[src/rtl/screen_mode_ctrl_if.sv]
// ---------------------------------------------------------------------------
// screen_mode_ctrl_if
//   Signal bundle between the screen sequencer and the rest of the VGA front
//   end (timing block, button pad, game logic, start-screen renderer).
//
//   frame_tick     1  one-clk pulse per video frame (from VGA timing)
//   btn_start      1  raw start button, asynchronous, active-high
//   game_over      1  level from game logic
//   mode           2  0=TITLE 1=FADE_OUT 2=PLAY 3=GAMEOVER
//   title_visible  1  renderer shows title text
//   prompt_visible 1  renderer shows blinking prompt
//   brightness     3  7=full, 0=black
//   game_run       1  game logic enable
//   demo           1  attract/demo play active
//
//   master: the sequencer (screen_mode_ctrl)
//   slave : everything around it
// ---------------------------------------------------------------------------
interface screen_mode_ctrl_if;
    logic       frame_tick;
    logic       btn_start;
    logic       game_over;
    logic [1:0] mode;
    logic       title_visible;
    logic       prompt_visible;
    logic [2:0] brightness;
    logic       game_run;
    logic       demo;

    modport master (
        input  frame_tick, btn_start, game_over,
        output mode, title_visible, prompt_visible, brightness, game_run, demo
    );

    modport slave (
        output frame_tick, btn_start, game_over,
        input  mode, title_visible, prompt_visible, brightness, game_run, demo
    );
endinterface

[src/rtl/screen_mode_ctrl.sv]
// ---------------------------------------------------------------------------
// screen_mode_ctrl
//   Top-level screen sequencer: TITLE -> FADE_OUT -> PLAY -> GAMEOVER -> TITLE.
//   Debounces the start button, paces everything off frame_tick and drives
//   the start-screen renderer controls and the game enable. All outputs are
//   registered.
//
//   Ports:
//     clk   1  system clock
//     rst   1  asynchronous, active-high reset
//     bus      screen_mode_ctrl_if.master (frame_tick, btn_start, game_over in;
//              mode, title_visible, prompt_visible, brightness, game_run,
//              demo out)
//
//   Optional feature macro: SCREEN_ATTRACT_EN
//     defined   : idle TITLE frames start a demo PLAY after ATTRACT_FRAMES;
//                 start or game_over during demo returns to TITLE.
//     undefined : no idle counter, demo tied low.
// ---------------------------------------------------------------------------
module screen_mode_ctrl #(
    parameter int unsigned DEBOUNCE_CYCLES = 50000,
    parameter int unsigned BLINK_FRAMES    = 30,
    parameter int unsigned FADE_STEP       = 4,
    parameter int unsigned GAMEOVER_FRAMES = 180
`ifdef SCREEN_ATTRACT_EN
   ,parameter int unsigned ATTRACT_FRAMES  = 600
`endif
) (
    input  logic                clk,
    input  logic                rst,
    screen_mode_ctrl_if.master  bus
);

    localparam logic [1:0] ST_TITLE    = 2'd0;
    localparam logic [1:0] ST_FADE     = 2'd1;
    localparam logic [1:0] ST_PLAY     = 2'd2;
    localparam logic [1:0] ST_GAMEOVER = 2'd3;

    localparam int unsigned FMAX_A = (BLINK_FRAMES > FADE_STEP) ? BLINK_FRAMES : FADE_STEP;
    localparam int unsigned FMAX   = (FMAX_A > GAMEOVER_FRAMES) ? FMAX_A : GAMEOVER_FRAMES;
    localparam int          FCW    = $clog2(FMAX + 1);
    localparam int          DBW    = $clog2(DEBOUNCE_CYCLES + 1);

    // ---------------- button synchroniser + debouncer ----------------
    logic           sync1, sync2;
    logic           db_level;
    logic [DBW-1:0] db_cnt;
    logic           start_evt;

    // db_cnt counts consecutive synced samples that disagree with the
    // debounced level; an agreeing sample clears it.
    always_ff @(posedge clk or posedge rst) begin
        if (rst) begin
            sync1     <= 1'b0;
            sync2     <= 1'b0;
            db_level  <= 1'b0;
            db_cnt    <= '0;
            start_evt <= 1'b0;
        end else begin
            sync1     <= bus.btn_start;
            sync2     <= sync1;
            start_evt <= 1'b0;
            if (sync2 == db_level) begin
                db_cnt <= '0;
            end else if (db_cnt == DBW'(DEBOUNCE_CYCLES - 1)) begin
                db_level  <= sync2;
                db_cnt    <= '0;
                start_evt <= sync2;
            end else begin
                db_cnt <= db_cnt + 1'b1;
            end
        end
    end

    // ---------------- attract / demo ----------------
    logic state_title_sel;
    logic [1:0] state_r;
    logic attract_hit;
    logic in_demo;

    assign state_title_sel = (state_r == ST_TITLE);

`ifdef SCREEN_ATTRACT_EN
    localparam int IW = $clog2(ATTRACT_FRAMES + 1);
    logic [IW-1:0] idle_cnt;
    logic          demo_r;

    assign attract_hit = bus.frame_tick && (idle_cnt == IW'(ATTRACT_FRAMES - 1));
    assign in_demo     = demo_r;
    assign bus.demo    = demo_r;

    always_ff @(posedge clk or posedge rst) begin
        if (rst) begin
            idle_cnt <= '0;
        end else if (!state_title_sel || start_evt) begin
            idle_cnt <= '0;
        end else if (bus.frame_tick) begin
            idle_cnt <= idle_cnt + 1'b1;
        end
    end

    // Tracks the FSM's demo entry/exit on the same edge as the state change.
    always_ff @(posedge clk or posedge rst) begin
        if (rst) begin
            demo_r <= 1'b0;
        end else if (state_title_sel && !start_evt && attract_hit) begin
            demo_r <= 1'b1;
        end else if (state_r == ST_PLAY && (start_evt || bus.game_over)) begin
            demo_r <= 1'b0;
        end else if (state_r != ST_PLAY) begin
            demo_r <= 1'b0;
        end
    end
`else
    assign attract_hit = 1'b0;
    assign in_demo     = 1'b0;
    assign bus.demo    = 1'b0;
`endif

    // ---------------- screen FSM ----------------
    logic [FCW-1:0] frame_cnt;
    logic           title_r, prompt_r, run_r;
    logic [2:0]     bright_r;

    always_ff @(posedge clk or posedge rst) begin
        if (rst) begin
            state_r   <= ST_TITLE;
            frame_cnt <= '0;
            title_r   <= 1'b1;
            prompt_r  <= 1'b1;
            bright_r  <= 3'd7;
            run_r     <= 1'b0;
        end else begin
            case (state_r)
                ST_TITLE: begin
                    if (start_evt) begin
                        // start wins over a coincident frame_tick
                        state_r   <= ST_FADE;
                        frame_cnt <= '0;
                        title_r   <= 1'b1;
                        prompt_r  <= 1'b0;
                        bright_r  <= 3'd7;
                    end else if (attract_hit) begin
                        state_r   <= ST_PLAY;
                        frame_cnt <= '0;
                        title_r   <= 1'b0;
                        prompt_r  <= 1'b0;
                        bright_r  <= 3'd7;
                        run_r     <= 1'b1;
                    end else if (frame_cnt == FCW'(BLINK_FRAMES)) begin
                        // toggle on the edge after the count is reached; a
                        // tick arriving on that edge starts the next period
                        prompt_r  <= ~prompt_r;
                        frame_cnt <= bus.frame_tick ? FCW'(1) : '0;
                    end else if (bus.frame_tick) begin
                        frame_cnt <= frame_cnt + 1'b1;
                    end
                end

                ST_FADE: begin
                    if (bus.frame_tick) begin
                        if (frame_cnt == FCW'(FADE_STEP - 1)) begin
                            frame_cnt <= '0;
                            if (bright_r == 3'd0) begin
                                state_r  <= ST_PLAY;
                                title_r  <= 1'b0;
                                prompt_r <= 1'b0;
                                bright_r <= 3'd7;
                                run_r    <= 1'b1;
                            end else begin
                                bright_r <= bright_r - 3'd1;
                            end
                        end else begin
                            frame_cnt <= frame_cnt + 1'b1;
                        end
                    end
                end

                ST_PLAY: begin
                    if (in_demo && (start_evt || bus.game_over)) begin
                        state_r   <= ST_TITLE;
                        frame_cnt <= '0;
                        title_r   <= 1'b1;
                        prompt_r  <= 1'b1;
                        bright_r  <= 3'd7;
                        run_r     <= 1'b0;
                    end else if (!in_demo && bus.game_over) begin
                        state_r   <= ST_GAMEOVER;
                        frame_cnt <= '0;
                        title_r   <= 1'b0;
                        prompt_r  <= 1'b0;
                        run_r     <= 1'b0;
                    end
                end

                ST_GAMEOVER: begin
                    if (bus.frame_tick) begin
                        if (frame_cnt == FCW'(GAMEOVER_FRAMES - 1)) begin
                            state_r   <= ST_TITLE;
                            frame_cnt <= '0;
                            title_r   <= 1'b1;
                            prompt_r  <= 1'b1;
                            bright_r  <= 3'd7;
                            run_r     <= 1'b0;
                        end else begin
                            frame_cnt <= frame_cnt + 1'b1;
                        end
                    end
                end

                default: begin
                    state_r   <= ST_TITLE;
                    frame_cnt <= '0;
                    title_r   <= 1'b1;
                    prompt_r  <= 1'b1;
                    bright_r  <= 3'd7;
                    run_r     <= 1'b0;
                end
            endcase
        end
    end

    assign bus.mode           = state_r;
    assign bus.title_visible  = title_r;
    assign bus.prompt_visible = prompt_r;
    assign bus.brightness     = bright_r;
    assign bus.game_run       = run_r;

endmodule

[src/flat_wrapper.sv]
// flat-port wrapper written by rule: the top's interface ports become plain ports
module screen_mode_ctrl_flat 
#(
    parameter int unsigned DEBOUNCE_CYCLES = 50000,
    parameter int unsigned BLINK_FRAMES    = 30,
    parameter int unsigned FADE_STEP       = 4,
    parameter int unsigned GAMEOVER_FRAMES = 180

)
  (clk, rst, bus_frame_tick, bus_btn_start, bus_game_over, bus_mode, bus_title_visible, bus_prompt_visible, bus_brightness, bus_game_run, bus_demo);
  screen_mode_ctrl_if bus_i ();
  input  logic clk;
  input  logic rst;
  input wire logic [$bits(bus_i.frame_tick)-1:0] bus_frame_tick;
  input wire logic [$bits(bus_i.btn_start)-1:0] bus_btn_start;
  input wire logic [$bits(bus_i.game_over)-1:0] bus_game_over;
  output wire logic [$bits(bus_i.mode)-1:0] bus_mode;
  output wire logic [$bits(bus_i.title_visible)-1:0] bus_title_visible;
  output wire logic [$bits(bus_i.prompt_visible)-1:0] bus_prompt_visible;
  output wire logic [$bits(bus_i.brightness)-1:0] bus_brightness;
  output wire logic [$bits(bus_i.game_run)-1:0] bus_game_run;
  output wire logic [$bits(bus_i.demo)-1:0] bus_demo;
  assign bus_i.frame_tick = bus_frame_tick;
  assign bus_i.btn_start = bus_btn_start;
  assign bus_i.game_over = bus_game_over;
  assign bus_mode = bus_i.mode;
  assign bus_title_visible = bus_i.title_visible;
  assign bus_prompt_visible = bus_i.prompt_visible;
  assign bus_brightness = bus_i.brightness;
  assign bus_game_run = bus_i.game_run;
  assign bus_demo = bus_i.demo;
  screen_mode_ctrl #(.DEBOUNCE_CYCLES(DEBOUNCE_CYCLES), .BLINK_FRAMES(BLINK_FRAMES), .FADE_STEP(FADE_STEP), .GAMEOVER_FRAMES(GAMEOVER_FRAMES)) u_core (.clk(clk), .rst(rst), .bus(bus_i));
endmodule
[config.mk]
export PLATFORM = sky130hd
export DESIGN_NAME = screen_mode_ctrl_flat
export DESIGN_NICKNAME = d
export VERILOG_FILES = /design/src/rtl/screen_mode_ctrl_if.sv /design/src/rtl/screen_mode_ctrl.sv /design/src/flat_wrapper.sv
export SDC_FILE = /design/constraint.sdc
export NUM_CORES = 1
export LEC_CHECK = 0
export CORE_ASPECT_RATIO = 1.25
export CORE_UTILIZATION = 58
export CTS_CLUSTER_SIZE = 24
export DETAILED_ROUTE_END_ITERATION = 8
export GPL_TIMING_DRIVEN = 0
export PLACE_DENSITY = 0.79
export SLEW_MARGIN = 5
export SYNTH_ARGS = -nofsm -noshare
export SYNTH_HDL_FRONTEND = slang
export SYNTH_SLANG_ARGS = --single-unit
[constraint.sdc]
create_clock -name clk -period 6.55 [get_ports clk]
set_clock_uncertainty 0.05 [all_clocks]
set_input_delay 1.965 -clock clk [delete_from_list [all_inputs] [get_ports clk]]
set_output_delay 1.965 -clock clk [all_outputs]
set_load 0.02 [all_outputs]
==> results.ini, run 1 <==
[sta]
slew_viol_final=0
rsz0062_at_grt=no
fin_crit_sh_pct=53.7
setup_viol=0
setup_tns_ns=0
min_period_ns=3.52
setup_ws_ns=3.03
relSlewSlack_pct=52.0
worst_pin_slew_ns=0.720
max_freq_ghz=0.284
hold_violations=0

[setup_path]
path_max_fanout=5
cp_data_arrival_time_ns=3.65
crit_family=buffers and inverters
worst_path_largest_cell_delay_ns=0.55
cp.required_ns=6.69
path_class=in2reg
cp_cell_sequence=clkdlybuf4s50_1 > inv_1 > a21oi_1 > o2111ai_1 > nor2b_2 > mux2_1
r2r_end=u_core.frame_cnt[7]$_DFFE_PP0P_
reg2reg_depth=6
crit_path_end_kind=flip-flop
cp-start-kind=primary input
reg2reg_from=u_core.frame_cnt[0]$_DFFE_PP0P_
cp_slowest_cell=clkdlybuf4s50_1
r2r_slack_ns=4.08
critPathBufInv=2

[clock_tree]
postCtsHoldBufs=0
postCtsResizedCells=0
cts_tree=built
cts_buffer_depth=2
root_buffer=clkbuf_8
cts_setup_buffers=0
path_clk_slew_ns=0.08
worst_skew_pair.late_latency_ns=0.30
htree_levels=2
cts_sinks=36
numCtsBuffers=5

[synth]
ys_dominant_reg_cell=dfrtp_1
syn_area_per_cell_um2=9.98
synth_edf_count=0
synth-seq-area-share_pct=45.9
synth_top_cell_by_area=dfrtp_1
synthCells=198
synth.distinct_cells=43
syn_area_mm2=0.00198
yosys_warnings=0
synth_nets=214
synthTopCellsByArea=dfrtp_1, ha_1, dfstp_2
synth_top_area_share_pct=39.2
synth-seq-cells=36
synthArstFlopShare_pct=100

[worst_hold_path]
worstHoldEndpoint=u_core.sync2$_DFF_PP0_
worstHoldStart=u_core.sync1$_DFF_PP0_
min_path_type=reg2reg
whs_path_depth=0

[detailed_routing]
viasPerCell=5.85
vias=1492
ant_nets=0
routed_wl_um=3740
wire_per_inst_um=14.7
route.detailed.drc=0
detail_route.first_pass.iterations=4
drtIter0Drc=64

[layout]
nets=233
fin_area_mm2=0.00222
drive_gt1_share_pct=10.1
final_cells=255
n_antenna_cell=0
area_delta_synth_final_pct=12.5

[placed_design]
placed_area_mm2=0.00214
dp_cells=247
io_buffers=12
place_congestion=0.798
hpwl_um=2660
pre_cts_slack_ns=2.76

[floorplanning]
fp.dieW_um=54.2
io_pins=14
die_y_um=67.3
fp.coreArea_mm2=0.00322
rows=23
start_util_pct=61.3
dieArea_mm2=0.00365

[run_status]
status=completed

[global_route]
grt_pass1_vias=1436
grt_overflow=0
grt_usage_pct=23.7
grt_pass1_wl_um=6030
antenna_found_initial=0
grt_max_degree=37

[pwr]
power_density_mw_per_mm2=363
ir_worst_vdd_v=0.000230
power.total_mw=0.807
p_leak_nw=1.02

[job]
max_cap_violations=0

cell usage in the layout, fill, tap and decap left out, types with 5 or more instances in the layout:
cell type        netlist  routed
dfrtp_1               31      31
xor2_1                 9       9
nand2_1               11      11
clkdlybuf4s50_1        0      12
ha_1                  11      11
dfstp_2                5       5
nor2b_1                7       7
and3_1                 6       6
o21ai_0                9       9
nand4_1                7       7
a22o_1                 5       5
nand3_1                7       7
clkbuf_8               0       5
nor2_1                26      26
inv_1                 12      11
xnor2_1                6       6
cell usage after synthesis (2+ instances only):
master,count
a21oi_1,3
a22o_1,5
and2_1,3
and3_1,6
dfrtp_1,31
dfstp_2,5
ha_1,11
inv_1,12
mux2_2,4
mux2i_1,2
nand2_1,11
nand2b_1,3
nand3_1,7
nand4_1,7
nor2_1,26
nor2b_1,7
nor3_1,4
nor4b_1,2
o21ai_0,9
o21ai_1,2
o31ai_1,2
or3_1,2
xnor2_1,6
xor2_1,9
flip-flops by register name (all words and copies together), names as in the netlist, 2 cells and up:
register and flops:
u_core.frame_cnt 8, u_core.db_cnt 16, u_core.bus.mode 2, u_core.bus.brightness 3
final cells by class:
class | instances | area [um2]
multi-input combinational | 148 | 1010
fill | 258 | 998
sequential | 36 | 907
timing repair buffer | 12 | 120
clock buffer | 7 | 76.3
tap | 37 | 46.3
inverter | 12 | 45.0
buffer | 2 | 12.5
clock inverter | 1 | 5.00
cells by family (layout without fill, tap and decap cells):
group           count (synthesis)  in the layout  share of synthesized area, %
compound gates                 29             29                          10.4
buf+inv                        14             34                          2.91
fa+ha+maj                      11             11                          6.96
mux                             7              7                          3.86
flops                          36             36                          45.9
simple gates                   85             85                          23.1
other cells                     1              1                         0.190
xor+xnor                       15             15                          6.65
per-stage QoR:
step,hold WS (ns),utilization [%]
6_report,0.300,69.0
5_1_grt,0.312,69.0
4_1_cts,0.302,69.0
3_5_place_dp,0.286,66.5
3_3_place_gp,0.285,66.5
2_1_floorplan,0.281,-
worst max-delay path by stage:
stage              startpoint                        endpoint  slack, ns  depth (start not counted)
3_3_place_gp   bus_frame_tick  u_core.bus.mode[1]$_DFFE_PP0P_       2.81                          6
4_1_cts        bus_frame_tick  u_core.bus.mode[1]$_DFFE_PP0P_       3.06                          6
5_1_grt        bus_frame_tick  u_core.bus.mode[1]$_DFFE_PP0P_       2.95                          6
3_5_place_dp   bus_frame_tick  u_core.bus.mode[1]$_DFFE_PP0P_       2.76                          6
6_report       bus_frame_tick  u_core.bus.mode[1]$_DFFE_PP0P_       3.03                          6
2_1_floorplan  bus_frame_tick  u_core.bus.mode[1]$_DFFE_PP0P_       3.49                          5
where the power goes:
group          switching, mW  leakage [nW]  internal [mW]
Clock                 0.0810        0.0422         0.0747
Combinational          0.206         0.509          0.153
Sequential            0.0306         0.469          0.262
Total                  0.318          1.02          0.490
layer usage:
layer	routed length [um]	GRT usage, %	share of wire (%)
met5	0	0	0
met4	92	12.5	2.5
met3	101	6.98	2.7
met2	2030	41.8	54
met1	1520	24.5	41
worst register-to-register path, delay by kind of cell, from the launching register on:
kind,cells,cell delay [ns]
adder cells (fa/ha/maj),1,0.23
AO/OA/AOI/OAI,2,0.56
AND/OR/NAND/NOR,3,1.10
flip-flops,1,0.43
Power figures use the tool's default switching activity.
==> inputs of run 2 (changes only) <==
==> constraint.sdc (replaced) <==
create_clock -name clk -period 3.4 [get_ports clk]
set_clock_uncertainty 0.05 [all_clocks]
set_input_delay 1.02 -clock clk [delete_from_list [all_inputs] [get_ports clk]]
set_output_delay 1.02 -clock clk [all_outputs]
set_load 0.02 [all_outputs]
==> results of run 2 <==
The final DEF is identical to that of run 1. Status: completed.
Main changes from that run: setup slack after placement 2.76 ns -> 0.557 ns; setup slack after layout 3.03 ns -> 0.826 ns; register-to-register setup slack 4.08 ns -> 0.93 ns; total power 0.807 mW -> 1.56 mW; worst IR drop on VDD 0.000230 V -> 0.000443 V
